### src/rtl/addsub_pipe.sv
// addsub_pipe: pipelined add/subtract of two independently sized operands, result MAXW+1 bits.
// Latency: exactly PIPE_STAGES enabled cycles from valid_i to valid_o; one sample per enabled cycle.
// Backpressure: none beyond en_i; en_i=0 freezes every stage (data and valid), nothing lost or duplicated.
//
// Ports: clk, rst_n (async, active-low); en_i stall; valid_i/sub_i/data1_i/data2_i sample in;
//        data_o (MAXW+1 bits), valid_o, overflow_o out.
// Build option: define ADDSUB_SAT_EN to clamp the result to the MAXW-bit range and flag it on
//               overflow_o; otherwise data_o is the full-width result and overflow_o is tied low.
module addsub_pipe #(
  parameter int DATA_WIDTH_1 = 16,
  parameter int DATA_WIDTH_2 = 16,
  parameter int PIPE_STAGES  = 2,
  parameter int SIGNED       = 0
) (
  input  logic clk,
  input  logic rst_n,
  input  logic en_i,
  input  logic valid_i,
  input  logic sub_i,
  input  logic [DATA_WIDTH_1-1:0] data1_i,
  input  logic [DATA_WIDTH_2-1:0] data2_i,
  output logic [((DATA_WIDTH_1 > DATA_WIDTH_2) ? DATA_WIDTH_1 : DATA_WIDTH_2):0] data_o,
  output logic valid_o,
  output logic overflow_o
);

  localparam int MAXW      = (DATA_WIDTH_1 > DATA_WIDTH_2) ? DATA_WIDTH_1 : DATA_WIDTH_2;
  localparam int OUT_WIDTH = MAXW + 1;
  localparam int SEG_W     = (OUT_WIDTH + PIPE_STAGES - 1) / PIPE_STAGES;

  if (PIPE_STAGES < 1 || PIPE_STAGES > 4 || PIPE_STAGES > OUT_WIDTH ||
      DATA_WIDTH_1 < 2 || DATA_WIDTH_1 > 64 ||
      DATA_WIDTH_2 < 2 || DATA_WIDTH_2 > 64) begin : g_bad_cfg
    $error("addsub_pipe: unsupported parameter combination");
  end

  // Per-stage state. 's' holds the finished low segments plus the carry out of the
  // previous segment, parked at the first bit of the current segment, so the next
  // stage's addition picks the carry up without a separate carry register.
  typedef struct packed {
    logic                 v;
`ifdef ADDSUB_SAT_EN
    logic                 sub;
`endif
    logic [OUT_WIDTH-1:0] a;
    logic [OUT_WIDTH-1:0] b;
    logic [OUT_WIDTH-1:0] s;
  } stage_t;

  logic                 sign1;
  logic                 sign2;
  logic [OUT_WIDTH-1:0] a_ext;
  logic [OUT_WIDTH-1:0] b_ext;

  assign sign1 = (SIGNED != 0) ? data1_i[DATA_WIDTH_1-1] : 1'b0;
  assign sign2 = (SIGNED != 0) ? data2_i[DATA_WIDTH_2-1] : 1'b0;
  assign a_ext = {{(OUT_WIDTH-DATA_WIDTH_1){sign1}}, data1_i};
  assign b_ext = {{(OUT_WIDTH-DATA_WIDTH_2){sign2}}, data2_i};

  for (genvar k = 0; k < PIPE_STAGES; k++) begin : g_stage
    // Segment k covers bits [LO, HI); trailing segments may be empty when the
    // remainder runs out, in which case the stage is a plain delay.
    localparam int LO = (k * SEG_W < OUT_WIDTH) ? k * SEG_W : OUT_WIDTH;
    localparam int HI = ((k + 1) * SEG_W < OUT_WIDTH) ? (k + 1) * SEG_W : OUT_WIDTH;
    localparam logic [OUT_WIDTH-1:0] SEG_MASK = OUT_WIDTH'((66'd1 << HI) - (66'd1 << LO));

    stage_t               cur;
    logic [OUT_WIDTH-1:0] t;

    if (k == 0) begin : g_src
      // Subtract is A + ~B + 1: B is inverted here and the +1 rides in s[0].
      always_comb begin
        cur     = '0;
        cur.v   = valid_i;
`ifdef ADDSUB_SAT_EN
        cur.sub = sub_i;
`endif
        cur.a   = a_ext;
        cur.b   = b_ext ^ {OUT_WIDTH{sub_i}};
        cur.s   = OUT_WIDTH'(sub_i);
      end
    end else begin : g_reg
      always_ff @(posedge clk or negedge rst_n) begin
        if (!rst_n) begin
          cur <= '0;
        end else if (en_i) begin
          cur   <= g_stage[k-1].cur;
          cur.s <= g_stage[k-1].t;
        end
      end
    end

    // Carry out of this segment lands at bit HI of t; a carry out of the top bit
    // is dropped, giving the result mod 2^OUT_WIDTH.
    assign t = cur.s + (cur.a & SEG_MASK) + (cur.b & SEG_MASK);
  end

  logic [OUT_WIDTH-1:0] res;
  logic                 res_v;

  assign res   = g_stage[PIPE_STAGES-1].t;
  assign res_v = g_stage[PIPE_STAGES-1].cur.v;

`ifdef ADDSUB_SAT_EN
  logic                 res_sub;
  logic [OUT_WIDTH-1:0] sat_val;
  logic                 sat_ov;

  assign res_sub = g_stage[PIPE_STAGES-1].cur.sub;

  always_comb begin
    sat_val = res;
    sat_ov  = 1'b0;
    if (SIGNED != 0) begin
      // Exact signed result leaves the MAXW-bit range when the top two bits differ.
      if (res[MAXW] != res[MAXW-1]) begin
        sat_ov  = 1'b1;
        sat_val = res[MAXW] ? {2'b11, {(MAXW-1){1'b0}}} : {2'b00, {(MAXW-1){1'b1}}};
      end
    end else if (res[MAXW]) begin
      // Unsigned: top bit is the add carry or the subtract borrow.
      sat_ov  = 1'b1;
      sat_val = res_sub ? '0 : {1'b0, {MAXW{1'b1}}};
    end
  end

  always_ff @(posedge clk or negedge rst_n) begin
    if (!rst_n) begin
      data_o     <= '0;
      valid_o    <= 1'b0;
      overflow_o <= 1'b0;
    end else if (en_i) begin
      data_o     <= sat_val;
      valid_o    <= res_v;
      overflow_o <= sat_ov & res_v;
    end
  end
`else
  always_ff @(posedge clk or negedge rst_n) begin
    if (!rst_n) begin
      data_o  <= '0;
      valid_o <= 1'b0;
    end else if (en_i) begin
      data_o  <= res;
      valid_o <= res_v;
    end
  end

  assign overflow_o = 1'b0;
`endif

endmodule

### config.mk
export PLATFORM = sky130hd
export DESIGN_NAME = addsub_pipe
export DESIGN_NICKNAME = d
export VERILOG_FILES = /design/src/rtl/addsub_pipe.sv
export SDC_FILE = /design/constraint.sdc
export NUM_CORES = 1
export LEC_CHECK = 0
export BUFFER_PORTS_ARGS = -buffer_cell sky130_fd_sc_hd__buf_4
export CORE_ASPECT_RATIO = 0.7
export CORE_MARGIN = 2
export CORE_UTILIZATION = 45
export DETAILED_ROUTE_END_ITERATION = 8
export PLACE_DENSITY = 0.77
export REMOVE_ABC_BUFFERS = 1
export SYNTH_ARGS = -nofsm -noshare
export SYNTH_HDL_FRONTEND = slang
export SYNTH_SLANG_ARGS = --single-unit
### constraint.sdc
create_clock -name clk -period 1.9 [get_ports clk]
set_input_delay 0.095 -clock clk [delete_from_list [all_inputs] [get_ports clk]]
set_output_delay 0.095 -clock clk [all_outputs]
set_load 0.03 [all_outputs]
==> results of run 1 <==
==> power groups by stage <==
stage	clock [W]	combinational, W	sequential (W)
4_1_cts	0.000631	0.00156	0.00130
3_3_place_gp	0	0.00144	0.00130
2_1_floorplan	0	0.000612	0.00157
5_1_grt	0.000665	0.00177	0.00133
3_5_place_dp	0	0.00147	0.00131
6_report	0.000619	0.00163	0.00130
==> critical path: stages, from the launching register on <==
cell,delay [ns]
dfrtp_1,0.39
inv_2,0.07
fa_2,0.19
inv_2,0.04
ha_4,0.15
fa_2,0.34
a21o_1,0.22
a21oi_2,0.16
xnor2_1,0.10
mux2_4,0.26
==> per-layer routing <==
layer	up-vias	wire length (um)	track usage (%)
met2	50	2552	29.02
met1	971	2721	24.65
met5	-	0	0
li1	1008	-	-
met4	0	64	5.072
met3	8	278	4.018
==> state kept, by name, summed over array words and instances, names as in the netlist <==
signal / cells
res_v: 1
data_o: 17
valid_o: 1
g_stage.cur: 25
==> what timing repair did <==
item,CTS,global route
setup endpoints to repair,3,6
resized for setup,10,13
pin swaps,6,7
hold buffers,1,0
hold endpoints to repair,44,0
setup buffers,3,1
gates cloned,0,0
==> kinds of logic (layout without fill, tap and decap cells) <==
group	after synthesis	in the layout	synth area share [%]
AND/OR/NAND/NOR	44	44	7.946
XOR/XNOR	22	22	7.461
adder cells (fa/ha/maj)	24	24	12.50
other	1	1	0.1452
AO/OA/AOI/OAI	50	50	13.03
flip-flops	44	44	42.64
buffers and inverters	22	106	3.827
multiplexers	29	29	12.45
==> synthesized netlist by cell type, drive strengths merged (2+ instances only) <==
library cell,instances,area (um2)
nand2,7,26.28
nor2,19,71.32
buf,10,53.79
or3,5,31.28
o21ai,9,45.04
fa,3,60.06
a21o,3,23.77
nor3,2,10.01
o211ai,3,22.52
mux2i,4,40.04
mux2,25,281.5
ha,21,262.8
a311oi,2,17.52
xor2,10,87.58
nor2b,3,18.77
a21oi,18,90.09
a2111o,2,22.52
inv,11,41.29
xnor2,12,105.1
o311ai,2,17.52
nand3,3,15.01
a211oi,3,27.52
and2,2,12.51
dfrtp,44,1101
==> area by class of cell <==
| type | count | area, um2 | share of cell area [%] |
|---|---|---|---|
| repair buffers | 87 | 655.6 | 18.82 |
| clock buffers | 7 | 86.33 | 2.478 |
| inverters | 11 | 41.29 | 1.185 |
| clock inverters | 1 | 7.507 | 0.2155 |
| well taps | 75 | 93.84 | 2.694 |
| flip-flops and latches | 44 | 1101 | 31.61 |
| multi-input cells | 170 | 1498 | 43.00 |
==> stage by stage <==
step | hold slack (ns) | TNS, ns | total power, W | std cells
after floorplan | -0.2006 | -0.3391 | 0.002179 | 225
after global placement | 0.1231 | -0.7614 | 0.002743 | 382
after detailed placement | 0.1291 | -1.025 | 0.002785 | 382
after CTS | 0.01515 | -0.1868 | 0.003484 | 394
after global routing | 0.02711 | -0.4068 | 0.003762 | 395
final | 0.01213 | -0.2342 | 0.003551 | 395
==> path summary, 6_finish.rpt <==
kind	endpoint	slack [ns]	depth (start not counted)
min reg2reg	g_stage[1].cur[4]$_DFFE_PN0P_	0.49	1
max in group asynchronous	data_o[8]$_DFFE_PN0P_	1.17	2
min	g_stage[1].cur[43]$_DFFE_PN0P_	0.01	3
min in group asynchronous	g_stage[1].cur[30]$_DFFE_PN0P_	0.34	2
max	data_o[14]$_DFFE_PN0P_	-0.12	9
max reg2reg	data_o[14]$_DFFE_PN0P_	-0.12	9
==> out/qor.csv, run 1 <==
metric,value,unit
fin crit period,2.017,ns
number of synthesized register bits,44,
Clk pwr share,17.4,%
initial cell density of the core,45.79,%
synth unique cells,44,
Worst-Skew Late Latency,0.30,ns
CTS tree,yes,
Combinational Power Share,46.0,%
final hold vios,0,
worst slew pin tran,0.5648,ns
number of synthesized flops with an enable pin,0,
post-synthesis cell count,236,
layout cell share with drive strength beyond 1,43.13,%
Final nets,380,
clock skew,0.01007,ns
dpl cell area,3234,um2
RSZ-0062 raised after global routing,yes,
gr usage total,17.98,%
drt pass-1 iters,5,
"Avg Cell Area, Syn",10.94,um2
clk sinks,44,
Routed Antenna Nets,0,
total grt overflow,0,
nature of the critical path endpoint,register,
Sw Share,36.49,%
outcome,finished with violations,
Slew Limit Fails,0,
setup slack after layout,-0.1173,ns
period utilization,106.2,%
fin area,3483,um2
clock root buffer,clkbuf_8,
Vias per Instance,5.157,
Synth Cell Area,2582,um2
Die Area,6370,um2
critical path class,register to register,
Num CTS Buffers,5,
n_diodes,0,
commonest register cell after synthesis,dfrtp_1,
Leak,1.601,nW
fillers,488,
Worst VDD drop,0.3938,mV
reg2reg start,g_stage[1].cur[9]$_DFFE_PN0P_,
Crit. Startpoint,g_stage[1].cur[9]$_DFFE_PN0P_,
DRC,0,
power density cells,1019,nW/um2
warnings from Yosys,0,
most frequent cells in the layout,"86 x buf_4, 44 x dfrtp_1, 23 x mux2_2, 19 x nor2_1, 16 x ha_1",
largest net degree at the start of global routing,45,
Maximum Capacitance Violations,0,
fmax,0.4957,GHz
Slew headroom,62.35,%
Via Count,2037,
pre-CTS setup slack,-0.2814,ns
IO buf count,54,
Min-Delay Path Class,primary input to register,
"most common cell after layout, fill and taps aside",buf_4,
DR WL/cell,14.22,um
Die Height,67.38,um
Synth-to-Final Area Change,34.88,%
H-tree Lvls,2,
CP Max Fanout,2,
Final Util,61.76,%
post-DP HPWL,4006,um
Reg power frac,36.6,%
WP data arrival,2.21,ns
type of origin of the critical path,register,
First DRT Iteration DRCs,86,
clk slew on worst S/H paths,0.09,ns
IO Pins,56,
Switch Pwr,0.001296,W
internal power,0.002255,W
Hold Startpoint,data1_i[9],
vias in the first global route,1999,
first-pass GRT wire length,8928,um
"Req. time, crit path",2.09,ns
sequential cell area fraction in the yosys report,42.64,%
routability congestion estimate,0.8002,
failing checks,setup timing,
Setup-failing EPs final,2,
final wirelength,5616,um
Die Width,94.55,um
deepest clock path buffer count,2,
Std-Cell Rows,23,
Std-Cell Core Area,5640,um2
initial antenna violation count,0,
share of synthesized registers carrying an async set or reset,100.0,%
Power figures use the tool's default switching activity.
==> run 2, diff against run 1 <==
Settings changed: CORE_UTILIZATION 45 to 49, PLACE_DENSITY 0.77 to 0.82, SETUP_SLACK_MARGIN set to 0.15.
==> out/qor.csv, run 2 (synthesis gave the netlist of run 1 again) <==
metric,value,unit,change
vias in the first global route,1949,,"was 1,999"
outcome,finished with violations,,unchanged
failing checks,setup timing,,unchanged
Sw Share,36.30,%,was 36.49%
Routed Antenna Nets,0,,unchanged
most frequent cells in the layout,"79 x buf_4, 44 x dfrtp_1, 22 x mux2_2, 19 x nor2_1, 16 x a21oi_1",,"was 86 x buf_4, 44 x dfrtp_1, 23 x mux2_2, 19 x nor2_1, 16 x ha_1"
Worst VDD drop,0.4440,mV,was 0.3938 mV
Leak,1.615,nW,was 1.601 nW
total grt overflow,0,,unchanged
nature of the critical path endpoint,register,,unchanged
clk slew on worst S/H paths,0.08,ns,was 0.09 ns
Std-Cell Rows,22,,was 23
drt pass-1 iters,4,,was 5
initial antenna violation count,0,,unchanged
H-tree Lvls,2,,unchanged
Std-Cell Core Area,5147,um2,was 5640 um2
type of origin of the critical path,register,,unchanged
post-DP HPWL,4092,um,was 4006 um
First DRT Iteration DRCs,83,,was 86
Combinational Power Share,47.2,%,was 46.0%
clock root buffer,clkbuf_8,,unchanged
largest register by flop count,g_stage.cur,,unchanged
fin area,3558,um2,was 3483 um2
worst slew pin tran,0.5661,ns,was 0.5648 ns
RSZ-0062 raised after global routing,yes,,unchanged
Reg power frac,36.1,%,was 36.6%
Die Area,5876,um2,was 6370 um2
Slew headroom,62.26,%,was 62.35%
routability congestion estimate,0.8247,,was 0.8002
Clk pwr share,16.7,%,was 17.4%
fin crit period,2.064,ns,was 2.017 ns
Min-Delay Path Class,primary input to register,,unchanged
Die Height,64.74,um,was 67.38 um
Regs by FF count,"g_stage.cur: 25 flops, data_o: 17 flops",,unchanged
clock skew,0.005846,ns,was 0.01007 ns
Num CTS Buffers,5,,unchanged
internal power,0.002308,W,was 0.002255 W
Vias per Instance,5.138,,was 5.157
CP Max Fanout,2,,unchanged
"Req. time, crit path",2.09,ns,about the same
deepest clock path buffer count,2,,unchanged
fillers,388,,was 488
Final Util,69.13,%,was 61.76%
Die Width,90.77,um,was 94.55 um
layout cell share with drive strength beyond 1,44.34,%,was 43.13%
clk sinks,44,,unchanged
Final nets,378,,was 380
gr usage total,20.49,%,was 17.98%
DP Cell Count,374,,was 382
WP data arrival,2.26,ns,was 2.21 ns
fmax,0.4845,GHz,was 0.4957 GHz
dpl cell area,3206,um2,was 3234 um2
Setup-failing EPs final,4,,was 2
first-pass GRT wire length,9363,um,was 8928 um
Non-Filler Instances,390,,was 395
Via Count,2004,,"was 2,037"
final wirelength,5731,um,was 5616 um
Worst-Skew Late Latency,0.30,ns,about the same
initial cell density of the core,50.17,%,was 45.79%
Switch Pwr,0.001315,W,was 0.001296 W
n_diodes,0,,unchanged
final hold vios,0,,unchanged
Maximum Capacitance Violations,0,,unchanged
max reg flops,25,,unchanged
power density cells,1018,nW/um2,was 1019 nW/um2
critical path class,register to register,,unchanged
Synth-to-Final Area Change,37.79,%,was 34.88%
DR WL/cell,14.69,um,was 14.22 um
largest net degree at the start of global routing,45,,unchanged
DRC,0,,unchanged
"most common cell after layout, fill and taps aside",buf_4,,unchanged
Slew Limit Fails,0,,unchanged
CTS tree,yes,,unchanged
IO buf count,54,,unchanged
setup slack after layout,-0.1639,ns,was -0.1173 ns
IO Pins,56,,unchanged
period utilization,108.6,%,was 106.2%
==> run 2: cell count changes in the layout (fill, tap and decap cells not counted), moves of 2 or more <==
cell,change
ha_1,-2
buf_6,+3
buf_4,-7
ha_4,+2
==> run 2: stage by stage <==
stage / TNS (ns) / hold slack, ns / setup slack [ns] / total power, W
2_1_floorplan: -0.3391 / -0.2006 / -0.1935 / 0.002179
3_3_place_gp: -0.6538 / 0.1190 / -0.2174 / 0.002736
3_5_place_dp: -0.9594 / 0.1274 / -0.2991 / 0.002782
4_1_cts: -0.2858 / 0.01771 / -0.1530 / 0.003498
5_1_grt: -0.5249 / 0.01520 / -0.2372 / 0.003852
6_report: -0.3104 / 0.02594 / -0.1639 / 0.003623
==> run 2: power by group through the flow <==
stage	clock network (W)	logic (W)	registers, W
after floorplan	0	0.000612	0.00157
after global placement	0	0.00143	0.00130
after detailed placement	0	0.00147	0.00131
after CTS	0.000626	0.00157	0.00130
after global routing	0.000678	0.00184	0.00134
final	0.000606	0.00171	0.00131
==> run 2: worst paths after layout <==
check / from / end / slack [ns] / cells past startpoint
worst max-delay path: g_stage[1].cur[9]$_DFFE_PN0P_ / data_o[16]$_DFFE_PN0P_ / -0.16 / 9
worst min-delay path: data1_i[9] / g_stage[1].cur[43]$_DFFE_PN0P_ / 0.03 / 3
worst max register to register: g_stage[1].cur[9]$_DFFE_PN0P_ / data_o[16]$_DFFE_PN0P_ / -0.16 / 9
worst min register to register: g_stage[1].cur[4]$_DFFE_PN0P_ / g_stage[1].cur[4]$_DFFE_PN0P_ / 0.50 / 1
max in group asynchronous: rst_n / g_stage[1].cur[43]$_DFFE_PN0P_ / 1.19 / 2
min in group asynchronous: rst_n / g_stage[1].cur[28]$_DFFE_PN0P_ / 0.32 / 2
==> run 2: repair_timing <==
item                                    4_1_cts  5_1_grt
resized for setup                            16       23
endpoints found under the setup margin        7        8
buffers inserted                              2        5
pin swaps                                     9        7
hold buffers                                  1        0
hold endpoints to repair                     44        0
==> run 2: metal layers <==
metal,wire length (um),vias to the layer above,share of wire (%),GRT usage [%]
li1,-,1000,-,-
met1,2942,948,51,29.98
met2,2445,46,43,30.60
met3,254,10,4.4,4.767
met5,0,-,0,0
met4,88,0,1.5,5.871
==> run 2: layout make-up <==
class,count,area (um2),area share [%]
Clock buffer,8,90.09,2.532
Inverter,11,41.29,1.160
Multi-Input combinational cell,170,1564,43.95
Sequential cell,44,1101,30.94
Tap cell,72,90.09,2.532
Timing Repair Buffer,85,671.9,18.88
==> run 2: worst max-delay path, cell delays in order, from the launching register on <==
cell and delay (ns):
dfrtp_1 0.40, inv_2 0.07, fa_2 0.21, inv_2 0.05, ha_4 0.16, fa_2 0.34
a21o_1 0.22, a311oi_2 0.24, mux2i_1 0.23, nor2_1 0.05
==> run 3, diff against run 2 <==
Settings changed: RECOVER_POWER set to 25.
==> out/qor.csv, run 3 (synthesis gave the netlist of run 1 again) <==
metric,value,unit,change
outcome,finished with violations,,unchanged
failing checks,setup timing,,unchanged
Clk pwr share,16.7,%,about the same
Num CTS Buffers,5,,unchanged
Min-Delay Path Class,primary input to register,,unchanged
period utilization,108.6,%,about the same
Via Count,2016,,"was 2,004"
final hold slack,0.02594,ns,unchanged
critical path class,register to register,,unchanged
Worst VDD drop,0.4440,mV,about the same
Crit. Startpoint,g_stage[1].cur[9]$_DFFE_PN0P_,,unchanged
fin crit period,2.064,ns,about the same
vias in the first global route,1949,,unchanged
Regs by FF count,"g_stage.cur: 25 flops, data_o: 17 flops",,unchanged
met3 WL,257,um,was 254 um
Worst path top cell family by delay,adder cells,,unchanged
n_diodes,0,,unchanged
routability congestion estimate,0.8247,,unchanged
Worst-Skew Late Latency,0.30,ns,about the same
Routed Antenna Nets,0,,unchanged
fmax,0.4845,GHz,about the same
clk slew on worst S/H paths,0.08,ns,about the same
type of origin of the critical path,register,,unchanged
initial antenna violation count,0,,unchanged
wire length on met1,2938,um,was 2942 um
Setup-failing EPs final,4,,unchanged
Reg power frac,36.1,%,about the same
Synth-to-Final Area Change,37.69,%,was 37.79%
CP Max Fanout,2,,unchanged
Combinational Power Share,47.2,%,about the same
dpl cell area,3206,um2,unchanged
"Max stage delay cell, worst path",dfrtp_1,,unchanged
layout cell share with drive strength beyond 1,44.34,%,unchanged
"Req. time, crit path",2.09,ns,about the same
Slew Limit Fails,0,,unchanged
total grt overflow,0,,unchanged
Std-Cell Core Area,5147,um2,unchanged
Die Height,64.74,um,unchanged
internal power,0.002307,W,was 0.002308 W
setup slack after layout,-0.1640,ns,was -0.1639 ns
max reg flops,25,,unchanged
Hold Startpoint,data1_i[9],,unchanged
Fin Setup TNS,-0.3107,ns,was -0.3104 ns
Worst path max stage delay,0.40,ns,about the same
Switch Pwr,0.001315,W,about the same
IO buf count,54,,unchanged
CTS tree,yes,,unchanged
RSZ-0062 raised after global routing,yes,,unchanged
DRC,0,,unchanged
post-DP HPWL,4092,um,unchanged
Leak,1.614,nW,was 1.615 nW
fin area,3556,um2,was 3558 um2
crit path cell chain,"inv_2, fa_2, inv_2, ha_4, fa_2, a21o_1, a311oi_2, mux2i_1, nor2_1",,unchanged
Maximum Capacitance Violations,0,,unchanged
"most common cell after layout, fill and taps aside",buf_4,,unchanged
drt pass-1 iters,4,,unchanged
clock skew,0.005934,ns,was 0.005846 ns
Final Util,69.08,%,was 69.13%
Die Width,90.77,um,unchanged
final wirelength,5731,um,unchanged
clk sinks,44,,unchanged
clock root buffer,clkbuf_8,,unchanged
initial cell density of the core,50.17,%,unchanged
H-tree Lvls,2,,unchanged
Std-Cell Rows,22,,unchanged
most frequent cells in the layout,"78 x buf_4, 44 x dfrtp_1, 22 x mux2_2, 19 x nor2_1, 16 x a21oi_1",,"was 79 x buf_4, 44 x dfrtp_1, 22 x mux2_2, 19 x nor2_1, 16 x a21oi_1"
nature of the critical path endpoint,register,,unchanged
worst slew pin tran,1.107,ns,was 0.5661 ns
Vias per Instance,5.169,,was 5.138
power density cells,1019,nW/um2,was 1018 nW/um2
reg2reg start,g_stage[1].cur[9]$_DFFE_PN0P_,,unchanged
uppermost routed layer,met4,,unchanged
gr usage total,20.49,%,unchanged
First DRT Iteration DRCs,83,,unchanged
deepest clock path buffer count,2,,unchanged
WL met2,2447,um,was 2445 um
Die Area,5876,um2,unchanged
largest register by flop count,g_stage.cur,,unchanged
DR WL/cell,14.69,um,unchanged
Final nets,378,,unchanged
WP data arrival,2.26,ns,about the same
final hold vios,0,,unchanged
Sw Share,36.30,%,about the same
first-pass GRT wire length,9363,um,unchanged
largest net degree at the start of global routing,45,,unchanged
worst path bufs/invs,2,,unchanged
IO Pins,56,,unchanged
Slew headroom,26.19,%,was 62.26%
[run 3: worst min-delay path: stages]
cell and delay [ns]:
buf_4 0.08, nand2_1 0.05, o21ai_0 0.06
[run 3: repair_timing]
action                     in CTS  in global routing
setup endpoints to repair       7                  8
resized for setup              16                 23
setup buffers                   2                  5
hold buffers                    1                  0
pin swaps                       9                  7
hold endpoints to repair       44                  0
[run 3: area by class of cell]
type                            instances  area (um2)
Fill cell                             388        1592
Tap cell                               72       90.09
Timing Repair Buffer                   85       669.4
Sequential cell                        44        1101
Multi-Input combinational cell        170        1564
Inverter                               11       41.29
Clock buffer                            8       90.09
[run 3: path summary, 6_finish.rpt]
path,end,slack [ns],cells after the start
setup / recovery,data_o[16]$_DFFE_PN0P_,-0.16,9
setup reg to reg,data_o[16]$_DFFE_PN0P_,-0.16,9
max in group asynchronous,g_stage[1].cur[43]$_DFFE_PN0P_,0.69,2
hold reg to reg,g_stage[1].cur[4]$_DFFE_PN0P_,0.50,1
hold / removal,g_stage[1].cur[43]$_DFFE_PN0P_,0.03,3
min in group asynchronous,g_stage[1].cur[28]$_DFFE_PN0P_,0.53,2
[run 3: power by group through the flow]
| stage | clock, W | combinational [W] | sequential, W |
|---|---|---|---|
| 2_1_floorplan | 0 | 0.000612 | 0.00157 |
| 3_3_place_gp | 0 | 0.00143 | 0.00130 |
| 3_5_place_dp | 0 | 0.00147 | 0.00131 |
| 4_1_cts | 0.000626 | 0.00157 | 0.00130 |
| 5_1_grt | 0.000678 | 0.00184 | 0.00134 |
| 6_report | 0.000606 | 0.00171 | 0.00131 |
[run 3: through the flow]
step,setup slack [ns],instances,power [W]
after floorplan,-0.1935,225,0.002179
after global placement,-0.2174,374,0.002736
after detailed placement,-0.2991,374,0.002782
after CTS,-0.1530,385,0.003498
after global routing,-0.2372,390,0.003851
final,-0.1640,390,0.003622
[run 3: metal layers]
metal	up-vias	track usage, %
li1	1001	-
met1	957	29.98
met2	48	30.60
met3	10	4.767
met4	0	5.871
met5	-	0
